### config.mk
export PLATFORM = sky130hd
export DESIGN_NAME = data_check
export DESIGN_NICKNAME = d
export VERILOG_FILES = /design/src/rtl/data_check_pkg.sv /design/src/rtl/data_check_sat_counter.sv /design/src/rtl/data_check.sv
export SDC_FILE = /design/constraint.sdc
export NUM_CORES = 1
export LEC_CHECK = 0
export CORE_ASPECT_RATIO = 1.1
export CORE_MARGIN = 1
export CORE_UTILIZATION = 59
export CTS_BUF_LIST = sky130_fd_sc_hd__clkbuf_8
export DETAILED_ROUTE_END_ITERATION = 10
export PLACE_DENSITY = 0.88
export RECOVER_POWER = 25
export SKIP_LAST_GASP = 1
export SLEW_MARGIN = 0
export SYNTH_ARGS = -nofsm -noshare
export SYNTH_HDL_FRONTEND = slang
export SYNTH_SLANG_ARGS = --single-unit
### constraint.sdc
create_clock -name clk -period 3 [get_ports clk]
set_input_delay 0.6 -clock clk [delete_from_list [all_inputs] [get_ports clk]]
set_output_delay 0.6 -clock clk [all_outputs]
set_load 0.02 [all_outputs]
### src/rtl/data_check_pkg.sv
// data_check_pkg: definitions shared by the sequence checker and the data
// generator, so that both ends agree on the wrap point and on the successor
// rule.
//   state_t     : checker FSM states.
//   MAX_VAL_DEF : last value before the stream wraps to 0.
//   next_val()  : successor of v in the stream (0 after max_v).
package data_check_pkg;

  typedef enum logic [1:0] {
    HUNT   = 2'd0,
    SYNC   = 2'd1,
    LOCKED = 2'd2,
    LOSING = 2'd3
  } state_t;

  localparam int MAX_VAL_DEF = 31;

  // Evaluated at 32 bits. Callers truncate the result to their own word width.
  function automatic logic [31:0] next_val(input logic [31:0] v,
                                           input logic [31:0] max_v);
    return (v >= max_v) ? 32'd0 : v + 32'd1;
  endfunction

endpackage

### src/rtl/data_check_sat_counter.sv
// data_check_sat_counter: an up-counter that saturates at all-ones and has a
// synchronous clear. When clr and inc are both high, clr wins.
//   clk, rst : clock, and asynchronous active-low reset
//   inc      : count one event
//   clr      : synchronous clear to 0
//   cnt      : current count
module data_check_sat_counter #(
  parameter int CNT_W = 16
) (
  input  logic             clk,
  input  logic             rst,
  input  logic             inc,
  input  logic             clr,
  output logic [CNT_W-1:0] cnt
);

  always_ff @(posedge clk or negedge rst) begin
    if (!rst)                  cnt <= '0;
    else if (clr)              cnt <= '0;
    else if (inc && cnt != '1) cnt <= cnt + 1'b1;
  end

endmodule

### src/rtl/data_check.sv
// data_check: receive-side checker for the self-incrementing generator
// stream (0, 1, ..., MAX_VAL, 0, ...). It first acquires lock on the stream,
// then tracks it with a flywheel: the expected value keeps advancing and is
// never reseeded from bad data. It counts mismatches, and it drops lock after
// LOSS_CNT consecutive mismatches.
//   clk, rst   : clock, and asynchronous active-low reset
//   data_in    : received sample; data_valid marks a sample cycle
//   clr        : synchronous clear of err_cnt and good_cnt (lock state kept)
//   locked     : sequence lock indicator
//   err_pulse  : one-cycle strobe on each counted mismatch
//   err_cnt    : saturating mismatch count
//   good_cnt   : saturating count of matched samples while locked
//   expected   : next value the checker expects
// Every output is registered. A sample's effect shows on the cycle after the
// sample is taken.
module data_check
  import data_check_pkg::*;
#(
  parameter int DATA_W   = 8,
  parameter int MAX_VAL  = MAX_VAL_DEF,
  parameter int LOCK_CNT = 4,
  parameter int LOSS_CNT = 3,
  parameter int CNT_W    = 16
) (
  input  logic              clk,
  input  logic              rst,
  input  logic [DATA_W-1:0] data_in,
  input  logic              data_valid,
  input  logic              clr,
  output logic              locked,
  output logic              err_pulse,
  output logic [CNT_W-1:0]  err_cnt,
  output logic [CNT_W-1:0]  good_cnt,
  output logic [DATA_W-1:0] expected
);

  localparam int RUN_MAX = (LOCK_CNT > LOSS_CNT) ? LOCK_CNT : LOSS_CNT;
  localparam int RUN_W   = $clog2(RUN_MAX + 1);

  localparam logic [DATA_W-1:0] MAXV   = DATA_W'(MAX_VAL);
  localparam logic [RUN_W-1:0]  LOCK_N = RUN_W'(LOCK_CNT);
  localparam logic [RUN_W-1:0]  LOSS_N = RUN_W'(LOSS_CNT);

  function automatic logic [DATA_W-1:0] nxt(input logic [DATA_W-1:0] v);
    return DATA_W'(next_val(32'(v), 32'(MAX_VAL)));
  endfunction

  state_t            st, st_n;
  logic [DATA_W-1:0] exp_n;
  logic [RUN_W-1:0]  good_run, good_run_n;
  logic [RUN_W-1:0]  bad_run, bad_run_n;
  logic              locked_n, errp_n;
  logic              err_inc, good_inc;
  logic              match, in_range;

  assign match    = (data_in == expected);
  assign in_range = (data_in <= MAXV);

  // Next-state and datapath logic. Only a valid sample moves the FSM.
  always_comb begin
    st_n       = st;
    exp_n      = expected;
    good_run_n = good_run;
    bad_run_n  = bad_run;
    locked_n   = locked;
    errp_n     = 1'b0;
    err_inc    = 1'b0;
    good_inc   = 1'b0;
    if (data_valid) begin
      case (st)
        HUNT: begin
          if (in_range) begin
            exp_n      = nxt(data_in);
            good_run_n = RUN_W'(1);
            st_n       = SYNC;
          end
        end
        SYNC: begin
          if (match) begin
            good_run_n = good_run + 1'b1;
            exp_n      = nxt(expected);
            if (good_run + 1'b1 == LOCK_N) begin
              st_n     = LOCKED;
              locked_n = 1'b1;
            end
          end else if (in_range) begin
            // Reseed from this sample; it counts as the first good sample of a new run.
            exp_n      = nxt(data_in);
            good_run_n = RUN_W'(1);
          end else begin
            good_run_n = '0;
            st_n       = HUNT;
          end
        end
        LOCKED: begin
          exp_n = nxt(expected);
          if (match) begin
            good_inc = 1'b1;
          end else begin
            errp_n    = 1'b1;
            err_inc   = 1'b1;
            bad_run_n = RUN_W'(1);
            if (LOSS_CNT == 1) begin
              st_n     = HUNT;
              locked_n = 1'b0;
            end else begin
              st_n = LOSING;
            end
          end
        end
        LOSING: begin
          exp_n = nxt(expected);
          if (match) begin
            bad_run_n = '0;
            good_inc  = 1'b1;
            st_n      = LOCKED;
          end else begin
            errp_n    = 1'b1;
            err_inc   = 1'b1;
            bad_run_n = bad_run + 1'b1;
            if (bad_run + 1'b1 == LOSS_N) begin
              st_n     = HUNT;
              locked_n = 1'b0;
            end
          end
        end
        default: st_n = HUNT;
      endcase
    end
  end

  always_ff @(posedge clk or negedge rst) begin
    if (!rst) begin
      st        <= HUNT;
      expected  <= '0;
      good_run  <= '0;
      bad_run   <= '0;
      locked    <= 1'b0;
      err_pulse <= 1'b0;
    end else begin
      st        <= st_n;
      expected  <= exp_n;
      good_run  <= good_run_n;
      bad_run   <= bad_run_n;
      locked    <= locked_n;
      err_pulse <= errp_n;
    end
  end

  data_check_sat_counter #(.CNT_W(CNT_W)) u_err_cnt (
    .clk(clk), .rst(rst), .inc(err_inc), .clr(clr), .cnt(err_cnt)
  );

  data_check_sat_counter #(.CNT_W(CNT_W)) u_good_cnt (
    .clk(clk), .rst(rst), .inc(good_inc), .clr(clr), .cnt(good_cnt)
  );

endmodule

==> run_results.csv, run 1 <==
group,metric,value,unit
status,status,"finished clean",
timing,worstMarginPinSlew,1.288,ns
pwr,p_per_area,358.5,nW/um^2
timing,rsz0062_at_grt,"false",
cts,post_cts_resized,0,
critical_path,start_kind,"input pin",
cts,cts_made_buffers,5,
yosys,netlist_area,2993,um^2
finish,antenna_cells_inserted,0,
yosys,synth_edf_count,0,
routing,vias,2597,
timing,timing.final.hold_violations,0,
cts,hold_buffers,0,
routing,drtIter0Drc,174,
cts,cts_tree,"built",
cts,cts_root_buffer,"clkbuf_8",
yosys,ys_seq_elements,50,
placement,dp_hpwl,4790,um
yosys,ys.flop_type,"dfrtp_1",
cts,cts.clk_slew.worst_paths,0.10,ns
cts,clockBufferDepth,2,
routing,drc,0,
timing,finalSetupViolations,0,
yosys,yosysTopAreaCell,"dfrtp_1",
grt,track_usage,0.2548,
routing,routed_wl,6566,um
floorplan,dieArea,5362,um^2
critical_path,worstPathRequired,3.20,ns
worst_hold_path,hp-start,"bad_run[2]",
timing,finalCriticalPeriod,2.507,ns
yosys,synthesis.nets,336,
finish,multiInputGateArea,1640,um^2
critical_path,cp_top_family,"simple AND/OR/NAND/NOR gates",
grt,grt_pass1_vias,2385,
yosys,synth_top_area_share,0.4181,
worst_hold_path,min_to,"bad_run[2]",
floorplan,coreArea,4750,um^2
routing,wire_per_inst,15.23,um
routing,drt_first_pass_iters,4,
timing,max_freq,398.9,MHz
worst_hold_path,min_path_cells,1,
pwr,irDropWorstVdd,329.8,uV
routing,ant_nets,0,
finish,fillCellCount,347,
critical_path,crit_buf_inv,1,
yosys,synthTopCellsByArea,"dfrtp_1, xnor2_1, nor2_1",
yosys,synthArstFlopShare,1.000,
yosys,synth_common_cells,"dfrtp_1, nor2_1, xnor2_1",
timing,drv_slew,0,
critical_path,crit_fanout,11,
pwr,power_leakage,1.431,nW
critical_path,cp_slowest_cell,"clkdlybuf4s50_1",
placement,place_ws,0.1556,ns
worst_hold_path,holdCritPathClass,"reg -> reg",
finish,drive_gt1_frac,0.1040,
critical_path,rr_startpoint,"u_good_cnt.cnt[7]",
timing,setup_slack,0.4933,ns
yosys,yosys_warnings,0,
timing,skew,0.007883,ns
finish,nNetsFinal,394,
grt,grt_max_degree,42,
critical_path,end_kind,"flop",
grt,grt_first_pass_wirelength,11210,um
placement,place_congestion,0.8537,
timing,holdWs,0.5255,ns
cts,clk_latency,0.31,ns
floorplan,io_pins,54,
cts,clock_sinks,50,
timing,final.setup.tns,0,ns
yosys,yosysMostFrequentCell,"dfrtp_1",
floorplan,die_h,76.70,um
yosys,yosysSeqAreaShare,0.4181,
timing,fin_crit_sh,0.8356,
floorplan,die_w,69.91,um
critical_path,reg2reg_to,"u_good_cnt.cnt[13]",
routing,vias_per_cell,6.026,
finish,syn2layout_area_growth,23.29,%
cts,postCtsSetupBuffers,0,
critical_path,reg2reg_depth,6,
finish,seq_area,1251,um^2
critical_path,reg2reg_slack,0.63,ns
timing,maxSlewHeadroom,0.1416,
yosys,synthCells,316,
cts,htreeDepth,2,
floorplan,start_util,0.6301,
floorplan,rows,26,
job,timing.max_cap.violations,0,
yosys,synthDistinctLibCells,56,
critical_path,arrival,2.70,ns
critical_path,slowest_delay,0.55,ns
critical_path,path_cells,"clkdlybuf4s50_1 > xnor2_1 > nand4_2 > or2_1 > nor3_4 > nand3_1 > mux2_1",
grt,gr-total-overflow,0,
placement,port_buffers,53,
yosys,avgSynthCellArea,9.471,um^2
grt,antenna_found_initial,0,
critical_path,path_class,"in -> reg",
[flip-flops by register name, indices dropped and copies added, names as in the netlist, named ones only]
name / count
u_good_cnt.cnt: 16
st: 1
good_run: 3
bad_run: 3
locked: 1
expected: 8
err_pulse: 1
u_err_cnt.cnt: 16
[layout by cell type (no fill, tap or decap), drive strengths merged, types with 11 or more instances in the layout]
cell / instances
inv: 11
nand2: 20
xnor2: 30
o21ai: 11
clkdlybuf4s50: 52
nor2: 41
nor3: 11
nand3: 22
dfrtp: 50
[power by group]
part	switching (W)	internal [W]
clock network	0.000236	0.000169
logic	0.0000978	0.0000879
registers	0.0000401	0.000693
[metrics by stage]
stage | area (um^2) | utilization | total power [W] | cells
after CTS | 3694 | 0.7777 | 0.001332 | 431
after floorplan | 2993 | - | 0.0008478 | 316
final | 3690 | 0.7769 | 0.001323 | 431
after detailed placement | 3600 | 0.7579 | 0.0009315 | 423
after global placement | 3600 | 0.7579 | 0.0009260 | 423
after global routing | 3690 | 0.7769 | 0.001384 | 431
[cells by family (layout without fill, tap and decap cells)]
| kind of cell | Yosys count | count (layout) | share of synthesized area |
|---|---|---|---|
| buffers and inverters | 22 | 81 | 0.03386 |
| XOR/XNOR | 32 | 32 | 0.09616 |
| AO/OA/AOI/OAI | 50 | 50 | 0.1225 |
| AND/OR/NAND/NOR | 146 | 146 | 0.2667 |
| flip-flops | 50 | 50 | 0.4181 |
| multiplexers | 8 | 8 | 0.02926 |
| adder cells (fa/ha/maj) | 8 | 8 | 0.03345 |
[how the worst max path moves through the flow]
| stage | start | endpoint | slack [ns] | cells after the start |
|---|---|---|---|---|
| floorplan | data_in[0] | u_good_cnt.cnt[9] | 0.91 | 7 |
| global placement | data_in[0] | u_good_cnt.cnt[9] | 0.23 | 7 |
| detailed placement | data_in[0] | u_good_cnt.cnt[13] | 0.16 | 7 |
| CTS | data_in[0] | u_good_cnt.cnt[13] | 0.48 | 7 |
| global route | u_good_cnt.cnt[7] | u_good_cnt.cnt[13] | 0.39 | 6 |
| finish | data_in[0] | u_good_cnt.cnt[13] | 0.49 | 7 |
[area by class of cell]
class / instances / area share
Timing Repair Buffer: 63 / 0.1617
Multi-Input combinational cell: 244 / 0.4446
Inverter: 10 / 0.01017
Sequential cell: 50 / 0.3391
Clock inverter: 3 / 0.006782
Tap cell: 56 / 0.01899
Clock buffer: 5 / 0.01865
[layer usage]
layer / wire length (um) / share of wire / vias up / GRT usage
met5: 0 / 0 / - / 0
met4: 105 / 0.016 / 0 / 0.06400
met3: 324 / 0.049 / 12 / 0.04336
met2: 3352 / 0.51 / 91 / 0.4308
met1: 2784 / 0.42 / 1256 / 0.3400
li1: - / - / 1238 / -
No activity file was read; power rests on OpenSTA's default activity.
==> run 2, diff against run 1 <==
CORE_UTILIZATION = 49   (was 59)
PLACE_DENSITY = 0.78   (was 0.88)
clock period = 2.1 ns   (was 3 ns; I/O delays follow)
==> run 2 against run 1 <==
First-iteration DRC count down 25%. Worst hold slack worse by 0.034 ns. Register-to-register slack lost 0.54 ns. Clock skew rose by 0.0071 ns. Combinational power grew 86%. Count of clock-buffer cells in the layout is 1 higher. Critical endpoint is now u_good_cnt.cnt[12]. Die area rose by 20%. Sequential power increased by 39%. Global-route usage down 2.0 points.
==> run_results.csv, run 2 (same netlist as run 1, synthesis figures left out) <==
group,metric,value,unit
status,status,"finished clean",
grt,grt_first_pass_wirelength,12150,um
cts,cts.clk_slew.worst_paths,0.10,ns
timing,fin_crit_sh,0.9555,
timing,timing.final.hold_violations,0,
pwr,irDropWorstVdd,404.8,uV
timing,finalSetupViolations,0,
cts,clock_sinks,50,
finish,final_cell_mix,"dfrtp_1, clkdlybuf4s50_1, buf_4",
routing,ant_nets,0,
critical_path,start_kind,"flop",
finish,antenna_cells_inserted,0,
critical_path,slowest_delay,0.43,ns
grt,track_usage,0.2343,
timing,finalCriticalPeriod,2.007,ns
floorplan,io_pins,54,
critical_path,path_common_cell,"xnor2_1",
critical_path,arrival,2.20,ns
routing,wire_per_inst,14.60,um
routing,drtIter0Drc,131,
critical_path,reg2reg_slack,0.09,ns
floorplan,die_h,83.97,um
timing,max_freq,498.4,MHz
placement,port_buffers,53,
placement,place_inst,482,
placement,place_ws,-0.4509,ns
grt,gr-total-overflow,0,
job,timing.max_cap.violations,0,
cts,cts_tree,"built",
floorplan,coreArea,5842,um^2
routing,drc,0,
routing,drt_first_pass_iters,4,
timing,holdWs,0.4911,ns
critical_path,cp_top_family,"simple AND/OR/NAND/NOR gates",
timing,skew,0.01500,ns
finish,final_common_cell,"dfrtp_1",
routing,wl_met2,3636,um
finish,drive_gt1_frac,0.1932,
cts,clockBufferDepth,2,
floorplan,start_util,0.5123,
routing,wl_met1,3148,um
finish,largestRegisters,"u_err_cnt.cnt (16), u_good_cnt.cnt (16), expected (8)",
cts,cts_root_buffer,"clkbuf_8",
timing,maxSlewHeadroom,0.3084,
critical_path,crit_fanout,4,
finish,fillCellCount,453,
pwr,power_leakage,1.668,nW
routing,vias,2740,
placement,dp_hpwl,5385,um
critical_path,rr_startpoint,"expected[7]",
pwr,finalPower,0.002192,W
timing,worstMarginPinSlew,1.037,ns
critical_path,startpoint,"expected[7]",
floorplan,dieArea,6425,um^2
pwr,p_per_area,533.9,nW/um^2
cts,clk_latency,0.31,ns
critical_path,path_class,"reg -> reg",
cts,cts_made_buffers,5,
placement,place_congestion,0.9187,
cts,htreeDepth,2,
finish,nNetsFinal,433,
routing,vias_per_cell,5.580,
floorplan,die_w,76.52,um
floorplan,rows,29,
grt,antenna_found_initial,0,
worst_hold_path,holdCritPathClass,"in -> async",
routing,routed_wl,7167,um
grt,grt_pass1_vias,2685,
finish,syn2layout_area_growth,37.21,%
critical_path,crit_buf_inv,1,
critical_path,cp_slowest_cell,"dfrtp_1",
critical_path,end_kind,"flop",
cts,postCtsSetupBuffers,0,
timing,setup_slack,0.09343,ns
finish,stdcell_count,491,
grt,grt_max_degree,42,
critical_path,path_cells,"xnor2_1 > nand4_2 > buf_6 > or3_4 > a2111oi_4 > xnor2_1 > nor2_1",
timing,drv_slew,0,
routing,top_layer_used,"met4",
critical_path,worstPathRequired,2.29,ns
routing,wl_met3,300,um
[run 2: cell types whose count changed in the layout (fill, tap and decap cells not counted), moves of 2 or more]
cell	before	now
bufinv_16	0	2
dlygate4sd2_1	0	8
buf_4	9	44
clkdlybuf4s50_1	52	44
[run 2: what timing repair did]
item | 4_1_cts | 5_1_grt
hold buffers | 1 | 0
gates resized for setup | 12 | 4
cloned | 0 | 0
endpoints found under the hold margin | 4 | 0
setup endpoints to repair | 15 | 11
pin swaps | 3 | 0
[run 2: per-stage QoR]
step / TNS [ns] / instance area [um^2] / utilization
2_1_floorplan: 0 / 2993 / -
3_3_place_gp: -10.62 / 3924 / 0.6717
3_5_place_dp: -12.20 / 3924 / 0.6717
4_1_cts: 0 / 4100 / 0.7019
5_1_grt: -0.03292 / 4106 / 0.7029
6_report: 0 / 4106 / 0.7029
[run 2: final timing paths]
path                                      end  cells after the start
setup / recovery           u_good_cnt.cnt[12]                      7
hold / removal              u_good_cnt.cnt[9]                      2
setup reg to reg           u_good_cnt.cnt[12]                      7
hold reg to reg                   good_run[2]                      2
max in group asynchronous          bad_run[1]                      3
min in group clk                  good_run[2]                      2
[run 2: metal layers]
metal | global-route usage | vias to the layer above
met5 | 0 | -
met4 | 0.07343 | 0
met3 | 0.03934 | 8
met2 | 0.4152 | 74
met1 | 0.2889 | 1334
li1 | - | 1324
[run 2: cell type report]
cell class              count  area, um^2  share of cell area
inverters                  10       37.54            0.009141
clock inverters             2       60.06             0.01463
multi-input cells         244        1684              0.4101
well taps                  77       96.34             0.02346
clock buffers               6       82.58             0.02011
repair buffers            102       894.6              0.2179
flip-flops and latches     50        1251              0.3047
[run 2: power breakdown]
group	internal (W)	switching [W]	total [W]
clock	0.000508	0.000321	0.000829
sequential	0.000990	0.0000281	0.00102
combinational	0.000162	0.000184	0.000346
